File: src/rtl/input_conditioner_pkg.sv
// Shared types and constants for the input conditioner.
//   - key_state_e : per-key debounce FSM state encoding
//   - KEY_*       : bit positions of the buttons in key_n
//   - ALG_*       : algorithm select codes
//   - encode_alg / multi_hot : decode helpers for the stable switch vector
package input_conditioner_pkg;

  localparam int unsigned NUM_KEYS = 3;
  localparam int unsigned NUM_SW   = 4;
  localparam int unsigned ALG_W    = 2;

  localparam int unsigned KEY_RETURN   = 0;
  localparam int unsigned KEY_ZOOM_IN  = 1;
  localparam int unsigned KEY_ZOOM_OUT = 2;

  localparam logic [ALG_W-1:0] ALG_0 = 2'b00;
  localparam logic [ALG_W-1:0] ALG_1 = 2'b01;
  localparam logic [ALG_W-1:0] ALG_2 = 2'b10;
  localparam logic [ALG_W-1:0] ALG_3 = 2'b11;

  typedef enum logic [1:0] {
    IDLE         = 2'b00,
    PRESS_WAIT   = 2'b01,
    HELD         = 2'b10,
    RELEASE_WAIT = 2'b11
  } key_state_e;

  // Lowest set switch wins; an all-zero vector maps to ALG_0.
  function automatic logic [ALG_W-1:0] encode_alg(input logic [NUM_SW-1:0] v);
    logic [ALG_W-1:0] code;
    code = ALG_0;
    if (v[0])      code = ALG_0;
    else if (v[1]) code = ALG_1;
    else if (v[2]) code = ALG_2;
    else if (v[3]) code = ALG_3;
    return code;
  endfunction

  // More than one switch high.
  function automatic logic multi_hot(input logic [NUM_SW-1:0] v);
    return ($countones(v) > 1);
  endfunction

endpackage

File: src/rtl/input_conditioner_debounce_fsm.sv
// Single push-button conditioner: 2-flop synchronizer, inversion to a
// pressed level, and a four-state debounce FSM with a dwell counter.
// Ports:
//   clk      - system clock
//   reset    - asynchronous active-high reset
//   key_n_i  - raw active-low button
//   req_o    - registered one-cycle request on an accepted press
module debounce_fsm
  import input_conditioner_pkg::*;
#(
  parameter int unsigned DEBOUNCE_CYCLES = 1000000,
  parameter int unsigned CNT_W           = 20
) (
  input  logic clk,
  input  logic reset,
  input  logic key_n_i,
  output logic req_o
);

  localparam logic [CNT_W-1:0] CNT_LAST = CNT_W'(DEBOUNCE_CYCLES - 1);
  localparam logic [CNT_W-1:0] CNT_ONE  = CNT_W'(1);

  logic             meta_q;
  logic             sync_q;
  logic             pressed;
  key_state_e       state_q, state_d;
  logic [CNT_W-1:0] cnt_q, cnt_d;
  logic             req_q, req_d;

  // Synchronizer; resets to the released level so reset exit never looks like a press.
  always_ff @(posedge clk or posedge reset) begin
    if (reset) begin
      meta_q <= 1'b1;
      sync_q <= 1'b1;
    end else begin
      meta_q <= key_n_i;
      sync_q <= meta_q;
    end
  end

  assign pressed = ~sync_q;

  // FSM, counter and request registers.
  always_ff @(posedge clk or posedge reset) begin
    if (reset) begin
      state_q <= IDLE;
      cnt_q   <= '0;
      req_q   <= 1'b0;
    end else begin
      state_q <= state_d;
      cnt_q   <= cnt_d;
      req_q   <= req_d;
    end
  end

  // Next-state logic; the counter is cleared on every state change so it never wraps.
  always_comb begin
    state_d = state_q;
    cnt_d   = cnt_q;
    req_d   = 1'b0;
    case (state_q)
      IDLE: begin
        if (pressed) begin
          state_d = PRESS_WAIT;
          cnt_d   = '0;
        end
      end
      PRESS_WAIT: begin
        if (!pressed) begin
          state_d = IDLE;
          cnt_d   = '0;
        end else if (cnt_q == CNT_LAST) begin
          state_d = HELD;
          cnt_d   = '0;
          req_d   = 1'b1;
        end else begin
          cnt_d = cnt_q + CNT_ONE;
        end
      end
      HELD: begin
        if (!pressed) begin
          state_d = RELEASE_WAIT;
          cnt_d   = '0;
        end
      end
      RELEASE_WAIT: begin
        // A bounce back to pressed returns to HELD without a new request.
        if (pressed) begin
          state_d = HELD;
          cnt_d   = '0;
        end else if (cnt_q == CNT_LAST) begin
          state_d = IDLE;
          cnt_d   = '0;
        end else begin
          cnt_d = cnt_q + CNT_ONE;
        end
      end
      default: begin
        state_d = IDLE;
        cnt_d   = '0;
      end
    endcase
  end

  assign req_o = req_q;

endmodule

File: src/rtl/input_conditioner.sv
// Control-path front end: debounced one-cycle button commands and a
// stability-filtered algorithm switch selection with error flags.
// Ports:
//   clk, reset                  - system clock, asynchronous active-high reset
//   key_n[2:0]                  - raw active-low buttons (return, zoom_in, zoom_out)
//   sw[3:0]                     - raw algorithm switches
//   return/zoom_in/zoom_out_pulse - one-cycle commands, at most one high per cycle
//   algorithm_select[1:0]       - encoded stable switch selection
//   multiple_switches_error     - more than one stable switch high
//   no_switch_selected_error    - stable switch vector is zero
//   sw_changed                  - one-cycle pulse when the stable vector updates
module input_conditioner
  import input_conditioner_pkg::*;
#(
  parameter int unsigned DEBOUNCE_CYCLES  = 1000000,
  parameter int unsigned SW_STABLE_CYCLES = 1000000,
  parameter int unsigned CNT_W            = 20
) (
  input  logic                clk,
  input  logic                reset,
  input  logic [NUM_KEYS-1:0] key_n,
  input  logic [NUM_SW-1:0]   sw,
  output logic                return_pulse,
  output logic                zoom_in_pulse,
  output logic                zoom_out_pulse,
  output logic [ALG_W-1:0]    algorithm_select,
  output logic                multiple_switches_error,
  output logic                no_switch_selected_error,
  output logic                sw_changed
);

  localparam logic [CNT_W-1:0] SW_CNT_LAST = CNT_W'(SW_STABLE_CYCLES - 1);
  localparam logic [CNT_W-1:0] SW_CNT_ONE  = CNT_W'(1);

  logic [NUM_KEYS-1:0] req;
  logic [NUM_KEYS-1:0] pulse_q, pulse_d;

  logic [NUM_SW-1:0]   sw_meta_q;
  logic [NUM_SW-1:0]   sw_sync_q;
  logic [NUM_SW-1:0]   cand_q, cand_d;
  logic [NUM_SW-1:0]   stable_q, stable_d;
  logic [CNT_W-1:0]    sw_cnt_q, sw_cnt_d;
  logic                changed_q, changed_d;
  logic [ALG_W-1:0]    alg_q, alg_d;
  logic                multi_q, multi_d;
  logic                none_q, none_d;

  // One debouncer per button.
  for (genvar k = 0; k < NUM_KEYS; k++) begin : g_key
    debounce_fsm #(
      .DEBOUNCE_CYCLES (DEBOUNCE_CYCLES),
      .CNT_W           (CNT_W)
    ) u_debounce (
      .clk     (clk),
      .reset   (reset),
      .key_n_i (key_n[k]),
      .req_o   (req[k])
    );
  end

  // Fixed-priority arbitration; losing requests are dropped.
  always_comb begin
    pulse_d = '0;
    if (req[KEY_RETURN])        pulse_d[KEY_RETURN]   = 1'b1;
    else if (req[KEY_ZOOM_IN])  pulse_d[KEY_ZOOM_IN]  = 1'b1;
    else if (req[KEY_ZOOM_OUT]) pulse_d[KEY_ZOOM_OUT] = 1'b1;
  end

  always_ff @(posedge clk or posedge reset) begin
    if (reset) pulse_q <= '0;
    else       pulse_q <= pulse_d;
  end

  // Switch synchronizer.
  always_ff @(posedge clk or posedge reset) begin
    if (reset) begin
      sw_meta_q <= '0;
      sw_sync_q <= '0;
    end else begin
      sw_meta_q <= sw;
      sw_sync_q <= sw_meta_q;
    end
  end

  // Switch stability filter. Outputs are decoded from stable_d so that they
  // move on the same edge as sw_changed.
  always_comb begin
    cand_d    = cand_q;
    sw_cnt_d  = sw_cnt_q;
    stable_d  = stable_q;
    changed_d = 1'b0;
    if (sw_sync_q != cand_q) begin
      cand_d   = sw_sync_q;
      sw_cnt_d = '0;
    end else if (sw_cnt_q != SW_CNT_LAST) begin
      sw_cnt_d = sw_cnt_q + SW_CNT_ONE;
    end else if (cand_q != stable_q) begin
      stable_d  = cand_q;
      changed_d = 1'b1;
    end
    alg_d   = encode_alg(stable_d);
    multi_d = multi_hot(stable_d);
    none_d  = (stable_d == '0);
  end

  always_ff @(posedge clk or posedge reset) begin
    if (reset) begin
      cand_q    <= '0;
      sw_cnt_q  <= '0;
      stable_q  <= '0;
      changed_q <= 1'b0;
      alg_q     <= ALG_0;
      multi_q   <= 1'b0;
      none_q    <= 1'b1;
    end else begin
      cand_q    <= cand_d;
      sw_cnt_q  <= sw_cnt_d;
      stable_q  <= stable_d;
      changed_q <= changed_d;
      alg_q     <= alg_d;
      multi_q   <= multi_d;
      none_q    <= none_d;
    end
  end

  assign return_pulse             = pulse_q[KEY_RETURN];
  assign zoom_in_pulse            = pulse_q[KEY_ZOOM_IN];
  assign zoom_out_pulse           = pulse_q[KEY_ZOOM_OUT];
  assign algorithm_select         = alg_q;
  assign multiple_switches_error  = multi_q;
  assign no_switch_selected_error = none_q;
  assign sw_changed               = changed_q;

endmodule

File: config.mk
export PLATFORM = sky130hd
export DESIGN_NAME = input_conditioner
export DESIGN_NICKNAME = d
export VERILOG_FILES = /design/src/rtl/input_conditioner_pkg.sv /design/src/rtl/input_conditioner_debounce_fsm.sv /design/src/rtl/input_conditioner.sv
export SDC_FILE = /design/constraint.sdc
export NUM_CORES = 1
export LEC_CHECK = 0
export CORE_MARGIN = 5
export CORE_UTILIZATION = 60
export DETAILED_ROUTE_END_ITERATION = 10
export DONT_BUFFER_PORTS = 1
export PLACE_DENSITY = 0.83
export REMOVE_ABC_BUFFERS = 1
export SLEW_MARGIN = 20
export SYNTH_ARGS = -nofsm -noshare
export SYNTH_HDL_FRONTEND = slang
export SYNTH_SLANG_ARGS = --single-unit
File: constraint.sdc
create_clock -name clk -period 7.05 [get_ports clk]
set_clock_uncertainty 0.2 [all_clocks]
set_input_delay 1.0575 -clock clk [delete_from_list [all_inputs] [get_ports clk]]
set_output_delay 1.0575 -clock clk [all_outputs]
set_load 0.02 [all_outputs]
# Word level (Yosys, flattened, before mapping)
# Index checks and enable logic that the tools add are counted.
[classes]
n_addsub = 7
magnitude_cmp = 1
eq_ne = 27
mux = 65
n_reduce_logical = 11
[op_table]
columns = ["operator", "n"]
rows = [
  ["$mux W20", 17],
  ["$pmux W20 S4", 3],
  ["$add A20 B1 Y20 const B", 4],
  ["$eq A20 B20 Y1 const B", 3],
  ["$mux W2", 23],
  ["$pmux W2 S4", 3],
  ["$ne A20 B20 Y1 const B", 1],
  ["$mux W1", 16],
  ["$eq A2 B2 Y1 const B", 6],
  ["$mux W4", 3],
  ["$reduce_and A4 Y1", 3],
  ["$ne A3 B1 Y1 const B", 3],
  ["$ne A3 B3 Y1 const B", 3],
  ["$ne A4 B4 Y1", 2],
  ["$eq A2 B1 Y1 const B", 3],
  ["$logic_not A2 Y1", 3],
  ["$ne A2 B1 Y1 const B", 3],
  ["$ne A2 B2 Y1 const B", 3],
  ["$reduce_and A2 Y1", 3],
  ["$add A1 B1 Y2", 2],
  ["$logic_not A4 Y1", 1],
  ["$add A2 B2 Y3", 1],
  ["$gt A3 B1 Y1 const B", 1],
  ["$reduce_bool A2 Y1", 1],
]
[word_totals]
regBits = 119
inputBits = 9
out_inout_bits = 8
elab_cells = 136

# Longest topological paths before layout
[depth]
word_depth = 8
mapped_depth = 9

# Hierarchy
# Synthesis repeated with hierarchy kept, for this count alone.
[unflattened]
cells_unflattened = 614
hier_area_um2 = 6139.6
[by_module_without_submodules]
columns = ["module", "instances", "cells_per_inst", "area_per_inst_um2", "seq_area_each_um2"]
rows = [
  ["debounce_fsm at g_key[1].u_debounce ...", 2, 141, 1368.8, 628.1],
  ["input_conditioner", 1, 196, 2084.5, 1102.3],
  ["debounce_fsm at g_key[0].u_debounce", 1, 136, 1317.5, 628.1],
]

# Least setup slack after synthesis
# OpenSTA, ideal clock, no wires.
[synth_path]
kind = "register to register"
from = "register sw_cnt_q[10]"
to = "register multi_q (netlist: multiple_switches_error)"
setup_ns = 0.118
arrival_time_ns = 2.540
required_time_ns = 6.732
setup_slack_ns = 4.192
path_stages_with_launch = 9
n_path_buf = 2
period_less_slack_ns = 2.858
cell_sequence = "dfrtp_1 -> buf_6 -> or4_4 -> nor4_4 -> nand3b_2 -> buf_6 -> mux2_4 -> fa_1 -> a21o_1"
[synth_via]
elab_chain_cells = 6
[synth_lines]
columns = ["item", "line", "source"]
rows = [
  ["start: declaration", "input_conditioner.sv:42", "logic [CNT_W-1:0] sw_cnt_q, sw_cnt_d;"],
  ["start signal: assignment", "input_conditioner.sv:117", "sw_cnt_q <= sw_cnt_d;"],
  ["$ne A20 B20 Y1", "input_conditioner.sv:95", "end else if (sw_cnt_q != SW_CNT_LAST) begin"],
  ["$mux W4", "input_conditioner.sv:95", ""],
  ["$mux W4", "input_conditioner.sv:92", "if (sw_sync_q != cand_q) begin"],
  ["net stable_d[1]", "input_conditioner.sv:41", "logic [NUM_SW-1:0] stable_q, stable_d;"],
  ["$add A1 B1 Y2 (implied by the code)", "input_conditioner_pkg.sv:41", "return ($countones(v) > 1);"],
  ["$add A2 B2 Y3 (implied by the code)", "input_conditioner_pkg.sv:41", ""],
  ["$gt A3 B1 Y1", "input_conditioner_pkg.sv:41", ""],
  ["net multi_d", "input_conditioner.sv:45", "logic multi_q, multi_d;"],
  ["end signal: assignment", "input_conditioner.sv:121", "multi_q <= multi_d;"],
  ["end: declaration", "input_conditioner.sv:45", ""],
]
# The timed path passes the listed nets, and every way through them passes these cells.
# A chain may end at the register's enable or synchronous reset.

# Final worst setup path
[layout_path]
from = "register cand_q[3]"
to = "register multi_q (netlist: multiple_switches_error)"
[layout_via]
elab_chain_cells = 7
[layout_lines]
columns = ["item", "line", "source"]
rows = [
  ["start: declaration", "input_conditioner.sv:40", "logic [NUM_SW-1:0] cand_q, cand_d;"],
  ["start signal: assignment", "input_conditioner.sv:116", "cand_q <= cand_d;"],
  ["$ne A4 B4 Y1", "input_conditioner.sv:97", "end else if (cand_q != stable_q) begin"],
  ["$mux W4", "input_conditioner.sv:97", ""],
  ["$mux W4", "input_conditioner.sv:95", ""],
  ["$mux W4 (*)", "input_conditioner.sv:92", ""],
  ["net stable_d[0]", "input_conditioner.sv:41", ""],
  ["$add A1 B1 Y2 (implied by the code) (*)", "input_conditioner_pkg.sv:41", ""],
  ["$add A2 B2 Y3 (implied by the code) (*)", "input_conditioner_pkg.sv:41", ""],
  ["$gt A3 B1 Y1 (*)", "input_conditioner_pkg.sv:41", ""],
  ["net multi_d", "input_conditioner.sv:45", ""],
]
# Mark *: on every way through the listed nets, which the timed path passes. The rest lies on a longest branch.

==> summary.md <==
| Metric | Value |
|---|---|
| I/O pin cnt | 17 |
| Mapped cell area | 5770 µm² |
| Gr usage total | around 22% |
| Pre-antenna DRT Iters | 5 |
| Post-synthesis mux area share | 2.30% |
| Simple-gate share of the synthesized area | a little over a fifth |
| Compound-Gate Fraction of Synth Area | 14.3% |
| Primary FF master, synth | dfrtp_1 |
| Synth Register Bits | 119 |
| Max Root-Sink Buffers | 2 |
| Postcts setup bufs | 0 |
| Die W | about 110 µm |
| Post-synthesis sequential area ratio | roughly half |
| Yosys warns | 0 |
| Slew Viols, Final | 0 |
| Fmax | roughly 290 MHz |
| Post-route ant nets | 0 |
| Drt first-iter violations | around 370 |
| N_diodes | 0 |
| Dpl cells | around 680 |
| Element type at the critical path start | flip-flop |
| Drt drc | 0 |
| Synth Area in Adders | between 1 and 1.5% |
| Post-route setup TNS | 0 ps |
| Die H | between 100 and 150 µm |
| Post-synth EDFFs | 0 |
| Reg clk slew, reported paths | 60 ps |
| Pleak | roughly 2.8 nW |
| RSZ-0062 raised after global routing | false |
| # resized after CTS | 0 |
| Port bufs | 0 |
| Footprint of the multi-input gates | roughly 2600 µm² |
| Pin count of the biggest net entering global routing | 76 |
| Crit share post-route | ~49% |
| Main combinational cell family by area after synthesis | simple AND/OR/NAND/NOR gates |
| RePlAce Congestion | around 0.89 |
| Grt total ovfl | 0 |
| Row cnt | 35 |
| Final hold vios | 0 |
| HP Class | flip-flop to flip-flop |
| Comb pwr share | under 10% |
| Post-Syn Instances | approximately 580 |
| Via Count | about 4500 |
| CTS tree | done |
| # fillers | 660 |
| First-pass GRT wire length | ~21000 µm |
| FF+latch area | roughly 3000 µm² |
| Cell variety after synth | 60 |
| Net count, final | slightly below 600 |
| Power per cell area | 263 nW/µm² |
| Setup Viol. Count Final | 0 |
| Required time of the critical path | slightly above 7000 ps |
| Worst-path maximum fanout | 22 |
| Core area | 9330 µm² |
| Worst skew pair latency | approximately 530 ps |
| Share of cells above drive strength 1 | roughly 12% |
| Pint | about 1.3 mW |
| CTS buffer count | 17 |
| Synth Area in XOR/XNOR | a little over 6% |
| Hold_buf cts | 0 |
| H-tree Lvls | 4 |
| Max-cap violation count | 0 |
| Drt via density | between 6 and 7 |
| Post-Route WL | between 10000 and 15000 µm |
| DR WL/cell | around 17 µm |
| Sw frac | between 20% and 30% |
| Area growth, synth to finish | 11.8% |
| Power Total | 1.69 mW |
| Worst Setup Path Type | flip-flop to flip-flop |
| Avg Cell Area, Syn | about 10 µm² |
| Crit. End Element | flip-flop |
| Worst-Margin Slew | ~1000 ps |
| Critical Path AT | 3690 ps |
| Outcome | finished, final reports clean |
| Clk root buf | clkbuf_8 |
| Final HPWL DP | roughly 7500 µm |
| Register share of total power | between 40% and 50% |
| Starting density of the core | 61.9% |
| Die area | roughly 12000 µm² |
| Worst slew margin | between 30% and 40% |
| Post-synth ARST share | 100% |
| VDD IR-drop max | 0.000287 V |
| Final Instance Count excl. Fillers | 715 |
| Initial antenna violation count | 0 |
| NetSw | approximately 0.43 mW |
| Vias in the first global route | between 4000 and 5000 |
| Clock share of power | about half |
| Clk sinks | about 120 |
| Tmin final | approximately 3500 ps |
==> state kept, by name (all words and copies together) (netlist names), named ones only <==
register	cells
algorithm_select	2
cand_q	4
g_key.u_debounce.cnt_q	60
g_key.u_debounce.meta_q	3
g_key.u_debounce.req_o	3
g_key.u_debounce.state_q	3
g_key.u_debounce.sync_q	3
multiple_switches_error	1
no_switch_selected_error	1
pulse_q	3
stable_q	4
sw_changed	1
sw_cnt_q	20
sw_meta_q	4
sw_sync_q	4
==> cells in the mapped netlist (all sizes together) (6+ instances only) <==
library cell | n | area, µm²
a21o | 9 | 67.6
a21oi | 26 | 130
a22o | 15 | 131
a31oi | 30 | 188
and3 | 14 | 87.6
and4 | 7 | 61.3
buf | 6 | 38.8
clkbuf | 19 | 71.3
dfrtp | 112 | 2800
dfstp | 7 | 184
inv | 14 | 52.6
mux2i | 8 | 83.8
nand2 | 60 | 225
nand3 | 36 | 180
nand4 | 18 | 113
nor2 | 50 | 188
nor3 | 10 | 50.1
nor4 | 7 | 65.1
o21ai | 19 | 95.1
xnor2 | 23 | 201
xor2 | 18 | 158
==> layout by cell type, fill, tap and decap left out, types with 18 or more instances in the layout <==
cell,count
a21oi_1,24
xnor2_1,23
xor2_1,18
nand3_1,36
dfrtp_1,112
nand2_1,60
o21ai_0,19
a31oi_1,30
nor2_1,50
nand4_1,18
==> area by class of cell <==
class	instances	share of cell area (%)
Clock buffer	18	6.63
Clock inverter	14	2.54
Inverter	14	0.853
Multi-Input combinational cell	417	40.7
Sequential cell	119	46.3
Tap cell	129	2.50
Timing Repair Buffer	4	0.465
==> power by group through the flow <==
| stage | logic (mW) | registers (mW) | clock network [mW] |
|---|---|---|---|
| floorplan | 0.0782 | 0.736 | 0 |
| CTS | 0.107 | 0.730 | 0.869 |
| finish | 0.108 | 0.731 | 0.856 |
| detailed placement | 0.105 | 0.742 | 0 |
| global route | 0.120 | 0.734 | 0.906 |
| global placement | 0.100 | 0.740 | 0 |
==> path summary, 6_finish.rpt <==
path                               from                            to  slack [ps]  depth (start not counted)
setup / recovery              cand_q[3]       multiple_switches_error        3570                          7
hold / removal             sw_meta_q[0]                  sw_sync_q[0]         150                          0
min in group asynchronous         reset  g_key[2].u_debounce.cnt_q[6]         250                          1
hold reg to reg            sw_meta_q[0]                  sw_sync_q[0]         150                          0
max in group asynchronous         reset                  sw_cnt_q[14]        5050                          2
setup reg to reg              cand_q[3]       multiple_switches_error        3570                          7
==> metal layers <==
| layer | track usage (%) | share of wire, % | vias to the layer above |
|---|---|---|---|
| li1 | - | - | 2094 |
| met1 | 28.7 | 43 | 2197 |
| met2 | 35.8 | 50 | 181 |
| met3 | 5.49 | 5.4 | 34 |
| met4 | 9.02 | 2.0 | 0 |
| met5 | 0 | 0 | - |
==> through the flow <==
step	hold slack, ps	setup WS [ps]	cell area [µm²]	utilization, %
after floorplan	131	2650	5660	-
after global placement	133	3740	5860	62.8
after detailed placement	140	3590	5860	62.8
after CTS	156	3580	6450	69.1
after global routing	159	3310	6450	69.2
final	154	3570	6450	69.2
==> kinds of logic (layout without fill, tap and decap cells) <==
kind of cell | after synthesis | in the layout
adders and majority gates | 6 | 6
muxes | 12 | 12
xor gates and xnor gates | 41 | 41
buffers and inverters | 39 | 50
AOI/OAI and AO/OA | 124 | 124
and+or+nand+nor | 234 | 234
DFF | 119 | 119
==> critical path: stages (launching register included) <==
cell      delay [ps]
dfrtp_1          440
xnor2_1          210
nand4_1          730
nand3b_2         720
mux2i_1          300
inv_1            110
fa_1             490
a21o_1           160
Power figures use the tool's default switching activity.
